`src/rtl/temp_limit_encoder.sv`:
```
// Encodes a signed BCD Celsius limit (quarter-degree resolution) into the
// MCP9808 alert-limit register byte pair via sequential reverse Double Dabble.
module temp_limit_encoder #(
    parameter int MAX_C = 125,
    parameter int MIN_C = 40
) (
    input  logic        clk,
    input  logic        reset,
    input  logic        start,
    input  logic        neg,
    input  logic [11:0] bcd_int,
    input  logic [1:0]  frac_q,
    output logic [7:0]  upper,
    output logic [7:0]  lower,
    output logic        busy,
    output logic        done,
    output logic        err
);

    localparam logic [11:0] MAX_LIM = 12'(MAX_C);
    localparam logic [11:0] MIN_LIM = 12'(MIN_C);
    localparam logic [7:0]  MAX_MAG = 8'(MAX_C);
    localparam logic [7:0]  MIN_MAG = 8'(MIN_C);

    typedef enum logic [1:0] {IDLE, CHECK, CONVERT, FORMAT} state_t;

    state_t      state, state_n;
    logic        neg_r, neg_n;
    logic [1:0]  frac_r, frac_n;
    logic [11:0] bcd_r, bcd_n;
    logic [23:0] sr, sr_n;
    logic [3:0]  cnt, cnt_n;
    logic [7:0]  upper_n, lower_n;
    logic        busy_n, done_n, err_n;

    logic [23:0] shifted;
    logic        bad_digit;
    logic [11:0] bin;
    logic        sat;
    logic [7:0]  mag;
    logic [1:0]  fq;
    logic [9:0]  q;
    logic [10:0] raw;

    // One reverse Double Dabble step: shift right, then correct BCD nibbles >= 8.
    always_comb begin
        shifted = sr >> 1;
        for (int unsigned i = 0; i < 3; i++) begin
            if (shifted[12 + 4*i +: 4] >= 4'd8)
                shifted[12 + 4*i +: 4] = shifted[12 + 4*i +: 4] - 4'd3;
        end
    end

    assign bad_digit = (bcd_r[11:8] > 4'd9) || (bcd_r[7:4] > 4'd9) || (bcd_r[3:0] > 4'd9);

    // Range check uses the full 12-bit result so 256..999 still saturate.
    always_comb begin
        bin = sr[11:0];
        sat = neg_r ? (bin > MIN_LIM) : (bin > MAX_LIM);
        mag = bin[7:0];
        fq  = frac_r;
        if (sat) begin
            mag = neg_r ? MIN_MAG : MAX_MAG;
            fq  = 2'b00;
        end
        q   = {mag, fq};
        raw = {1'b0, q};
        if (neg_r && (q != '0))
            raw = 11'd0 - {1'b0, q};
    end

    always_comb begin
        state_n = state;
        neg_n   = neg_r;
        frac_n  = frac_r;
        bcd_n   = bcd_r;
        sr_n    = sr;
        cnt_n   = cnt;
        upper_n = upper;
        lower_n = lower;
        busy_n  = busy;
        done_n  = 1'b0;
        err_n   = err;
        case (state)
            IDLE: begin
                if (start) begin
                    neg_n   = neg;
                    bcd_n   = bcd_int;
                    frac_n  = frac_q;
                    err_n   = 1'b0;
                    busy_n  = 1'b1;
                    state_n = CHECK;
                end
            end
            CHECK: begin
                if (bad_digit) begin
                    err_n   = 1'b1;
                    done_n  = 1'b1;
                    busy_n  = 1'b0;
                    state_n = IDLE;
                end else begin
                    sr_n    = {bcd_r, 12'h000};
                    cnt_n   = '0;
                    state_n = CONVERT;
                end
            end
            CONVERT: begin
                sr_n  = shifted;
                cnt_n = cnt + 4'd1;
                if (cnt == 4'd11)
                    state_n = FORMAT;
            end
            FORMAT: begin
                upper_n = {3'b000, raw[10], raw[9:6]};
                lower_n = {raw[5:0], 2'b00};
                err_n   = sat;
                done_n  = 1'b1;
                busy_n  = 1'b0;
                state_n = IDLE;
            end
            default: state_n = IDLE;
        endcase
    end

    always_ff @(posedge clk or negedge reset) begin
        if (!reset) begin
            state  <= IDLE;
            neg_r  <= 1'b0;
            frac_r <= '0;
            bcd_r  <= '0;
            sr     <= '0;
            cnt    <= '0;
            upper  <= '0;
            lower  <= '0;
            busy   <= 1'b0;
            done   <= 1'b0;
            err    <= 1'b0;
        end else begin
            state  <= state_n;
            neg_r  <= neg_n;
            frac_r <= frac_n;
            bcd_r  <= bcd_n;
            sr     <= sr_n;
            cnt    <= cnt_n;
            upper  <= upper_n;
            lower  <= lower_n;
            busy   <= busy_n;
            done   <= done_n;
            err    <= err_n;
        end
    end

endmodule

```
`config.mk`:
```
export PLATFORM = sky130hd
export DESIGN_NAME = temp_limit_encoder
export DESIGN_NICKNAME = d
export VERILOG_FILES = /design/src/rtl/temp_limit_encoder.sv
export SDC_FILE = /design/constraint.sdc
export NUM_CORES = 1
export LEC_CHECK = 0
export CORE_UTILIZATION = 57
export DETAILED_ROUTE_END_ITERATION = 10
export DONT_BUFFER_PORTS = 1
export MAX_ROUTING_LAYER = met4
export PLACE_DENSITY = 0.72
export SYNTH_ARGS = -nofsm -noshare
export SYNTH_HDL_FRONTEND = slang
export SYNTH_SLANG_ARGS = --single-unit
```
`constraint.sdc`:
```
create_clock -name clk -period 3.23 [get_ports clk]
set_input_delay 0.1615 -clock clk [delete_from_list [all_inputs] [get_ports clk]]
set_output_delay 0.1615 -clock clk [all_outputs]
set_load 0.01 [all_outputs]
```
Word-level counts from Yosys, hierarchy flattened --
Index checks and enable logic that the tools add are counted. Widths: inputs -> output; s select.
Storage, ports and cells: flip-flop bits (word level) 59, bits in latches 0, memory bits (writable) 0, ROM bits 0, input bits 18, output and inout bits 19, logic and storage cells 67, memories kept 0
Cells by class: add/subtract/negate cells 5, $mul 0, div/mod/pow operators 0, magnitude comparators 8, eq/ne operators 8, shifts and indexed selects 0, multiplexer cells 24, bitwise gates (word level) 0, reduce and logical (&&, ||, !) cells 11
Operators by type and width (number):
- $pmux 24 s2 | 1
- $mux 24 | 1
- $mux 4 | 4
- $gt 12x6->1 const B | 1
- $gt 12x7->1 const B | 1
- $gt 4x4->1 const B | 3
- $mux 11 | 1
- $sub 1x10->11 const A | 1
- $reduce_bool 10->1 | 1
- $ge 4x4->1 const B | 2
- $mux 2 | 4
- $mux 8 | 1
- $ne 2x2->1 const B | 4
- $pmux 2 s4 | 1
- $pmux 4 s2 | 1
- $sub 4x2->4 const B | 2
- $mux 7 | 1
- $mux 1 | 6
- $pmux 1 s3 | 2
- $reduce_and 2->1 | 3
- $add 4x1->4 const B | 1
- $eq 2x2->1 const B | 2
- $eq 4x4->1 const B | 1
- $ge 3x4->1 const B | 1
- other kinds (9) | 10

Depth between registers and ports, before layout --
depth in word-level cells 6, depth in mapped cells 11, mapped depth without buffers 10

Worst setup path before layout --
Ideal clock, no wire load.
path type flip-flop to flip-flop, from reg sr[10], to reg upper[1], library setup time 0.084 ns, data arrival time 2.365 ns, data required time 3.146 ns, setup slack 0.781 ns, cell stages (with the launch flop) 10, path buffers 0, clock period less this slack 2.449 ns, cells stage by stage dfrtp_1 -> nor3_1 -> nand4b_1 -> o22ai_1 -> nand2_1 -> ha_1 -> nand3_1 -> o31ai_4 -> or4_1 -> a41oi_2
On the way: word-level cells in the longest chain between the ends 6, elaborated cells on any way between the ends 9, those cells by class add/sub: 1; order compare: 2; mux: 4; reduce/logical: 2
RTL lines:
- start: declaration | line 31 | logic [23:0] sr, sr_n;
- start signal: assignment | line 143 | sr <= sr_n;
- $gt 12x7->1 or $gt 12x6->1 (tied branches) | line 59 | sat = neg_r ? (bin > MIN_LIM) : (bin > MAX_LIM);
- $mux 1 * | line 59
- branches (longest 3 deep; another with $sub 1x10->11)
- $mux 11 * | line 68 | if (neg_r && (q != '0))
- end signal: assignment | line 145 | upper <= upper_n;
- end: declaration | line 13 | output logic [7:0] upper,
Every way passes the cells marked *. A chain may end at the register's enable or synchronous reset.

Worst setup path in the final report --
Same ends and word-level chain as after synthesis.

==> run metrics <==
final wirelength 6137 um; first-pass GRT wire length between 10,000 and 15,000 um; Combinational Power Share between 40 and 50%; Fill cells 405; die area between 5000 and 6000 um2; WL met3 261 um; Syn Area/Cell 9.480 um2; layout cell share with drive strength beyond 1 between 10% and 20%; routed len/inst 15.38 um; post-synthesis mux area share ~5.6%; Synth Area in Simple Gates 17.95%; reg2reg end upper[1]; biggest area consumer among synthesized cells dfrtp_1; Worst Setup SP sr[10]; cell area after synthesis 2977 um2; CP Capture Type register; cell-internal power 2.038 mW; number of synthesized register bits 59; Psw ~1.5 mW; root buffer cell clkbuf_8; Site Rows 25; cts bufs inserted 9; Via density just under 6; Max Cap Viol 0; Worst-path clk slew 60 ps; wl on met1 2860 um; Yosys top cell area share 49.60%; Compound-Gate Fraction of Synth Area ~18%; Setup CP Type register to register; main combinational cell family by area after synthesis simple AND/OR/NAND/NOR gates; crit start category register; DR iter-0 viols 157; Setup Buffers After CTS 0; Max Clk Rate between 0.3 and 0.4 GHz; via count about 2,300; top_reg_cell synth dfrtp_1; Detail Route Antenna Nets 0; flip-flop and latch area 1476 um2; hold_buf cts 17; commonest non-fill, non-tap cell in the layout nand2_1; post-DP HPWL between 3000 and 4000 um; Starting Density between 60 and 70%; Worst-Margin Slew 1083 ps; # setup viols final 0; NumNets Final 352; Die Wd between 70 and 80 um; port buffer count 0; Post-synth ARST share 100.0%; Final Skew 4.064 ps; clk_lat worst skew around 330 ps; gr ovfl total 0; vias in the first global route around 2,200; Peak supply drop ~0.60 mV; Unique masters post-synth 50; WL met2 2869 um; Max Slew Vio Count 0; Final Wtd Congestion around 0.84; Leak Pwr 1.487 nW; IO Pins 37; Worst R2R Start sr[10]; PwrDens between 1000 and 1500 nW/um2; Post-CTS Resized 0; setup ws final approximately 360 ps; Post-synth EDFFs 0; Worst R2R Path Depth 9; unrepaired setup endpoints after global routing false; main area contributors after synthesis dfrtp_1 (50%), nand2_1 (8.3%), mux2_2 (5.3%), o21ai_0 (4.9%), a31oi_1 (3.4%); CP Max Fanout 10; Post-Layout Inst Area 3371 um2; clock share of power between 10% and 20%; setup_tns 0 ps; CTS tree yes; WP data arrival around 3100 ps; initial antenna violation count 0; placed cell area roughly 3000 um2; Yosys warning count 0; worst setup path endpoint upper[1]; final hold slack around 200 ps; status complete, no violations; Pre-Repair DR Iteration Count 5; sequential element share of the synthesized area ~50%; DR DRC count 0; Rel. slew slack between 20% and 30%; Hold Vio Cnt, Final 0; area grow syn2layout 13.24%; H-Tree Depth 3; largest net degree at the start of global routing 60; reg2reg setup slack approximately 360 ps; core area a little under 5000 um2; critical path data required time ~3500 ps; Cells after Synth roughly 310; Die H approximately 74 um; Worst Hold Class primary input to register; Post-Synth Adder-Cell Area 2.522%; most frequent cells in the layout nand2_1 (66), dfrtp_1 (59), o21ai_0 (29); # diodes 0; multi-input logic area around 1400 um2; final period utilization just under 90%; clock buffer depth 2; clk sinks 59; Post-Synth XOR/XNOR Area under 10%; total track usage a little over a quarter; Reg power frac about two fifths; Top Metal Used met4; switch share 42.10%; Placement Setup Slack about 450 ps; Final Critical Period approximately 2900 ps
==> power groups by stage <==
stage / Combinational, mW / Sequential, mW / Clock, mW
after floorplan: 1.22 / 1.31 / 0
after global placement: 1.39 / 1.43 / 0
after detailed placement: 1.43 / 1.44 / 0
after global routing: 1.67 / 1.48 / 0.656
after CTS: 1.47 / 1.43 / 0.624
final: 1.48 / 1.43 / 0.609
==> Yosys cell counts (all sizes together), types with 2 or more instances <==
library cell and instances:
and2 2, nor2 19, mux2 14, inv 12, a21o 2, nand3 6
or2 2, a21oi 6, a31oi 16, buf 8, nand2b 5, xor2 3
a2111oi 2, o31ai 3, nand2 66, nor3 3, clkbuf 13, dfrtp 59
o211a 2, or3 3, o22ai 4, nand4b 2, ha 6, a211oi 2
nand4 3, xnor2 2, o21ai 30
==> how the worst min path moves through the flow <==
stage | slack [ps] | start | end | cells after the start
6_report | 200 | start | neg_r | 3
5_1_grt | 200 | start | neg_r | 3
4_1_cts | 190 | start | neg_r | 3
3_5_place_dp | -130 | reset | upper[0] | 0
3_3_place_gp | -130 | reset | upper[0] | 0
2_1_floorplan | -130 | reset | async pin | 0
==> worst max-delay path: stages, from the launching register on <==
cell	delay, ps
dfrtp_1	400
nor3_1	350
nand4b_1	190
o22ai_1	460
nand2_1	140
ha_1	240
nand3_1	160
o31ai_4	140
or4_1	520
a41oi_2	180
==> routing by layer <==
layer,vias to the layer above,track usage (%)
met4,0,13.42
met1,1113,35.36
li1,1118,-
met3,12,4.743
met2,72,40.10
met5,-,-
==> cell type report <==
| type | instances | area share (%) |
|---|---|---|
| repair buffers | 20 | 6.236 |
| clock inverters | 1 | 0.2227 |
| clock buffers | 14 | 5.123 |
| well taps | 67 | 2.487 |
| inverters | 12 | 1.336 |
| multi-input cells | 226 | 40.79 |
| flip-flops and latches | 59 | 43.80 |
==> registers in the layout (all words and copies together), names as in the netlist, named ones only <==
signal / cells
bcd_r: 12
busy: 1
cnt: 4
done: 1
err: 1
frac_r: 2
lower: 6
neg_r: 1
sr: 24
state: 1
upper: 5
==> through the flow <==
step | util [%] | power [mW] | cells
after floorplan | - | 2.537 | 318
after global placement | 61.54 | 2.817 | 367
after detailed placement | 61.54 | 2.863 | 367
after CTS | 69.08 | 3.522 | 399
after global routing | 69.08 | 3.806 | 399
final | 69.08 | 3.520 | 399
==> cell families after synthesis <==
family                   after synthesis
AO/OA/AOI/OAI                         78
XOR/XNOR                               5
adder cells (fa/ha/maj)                6
buffers and inverters                 33
flip-flops                            59
multiplexers                          15
other                                  1
AND/OR/NAND/NOR                      117
Power figures use the tool's default switching activity.
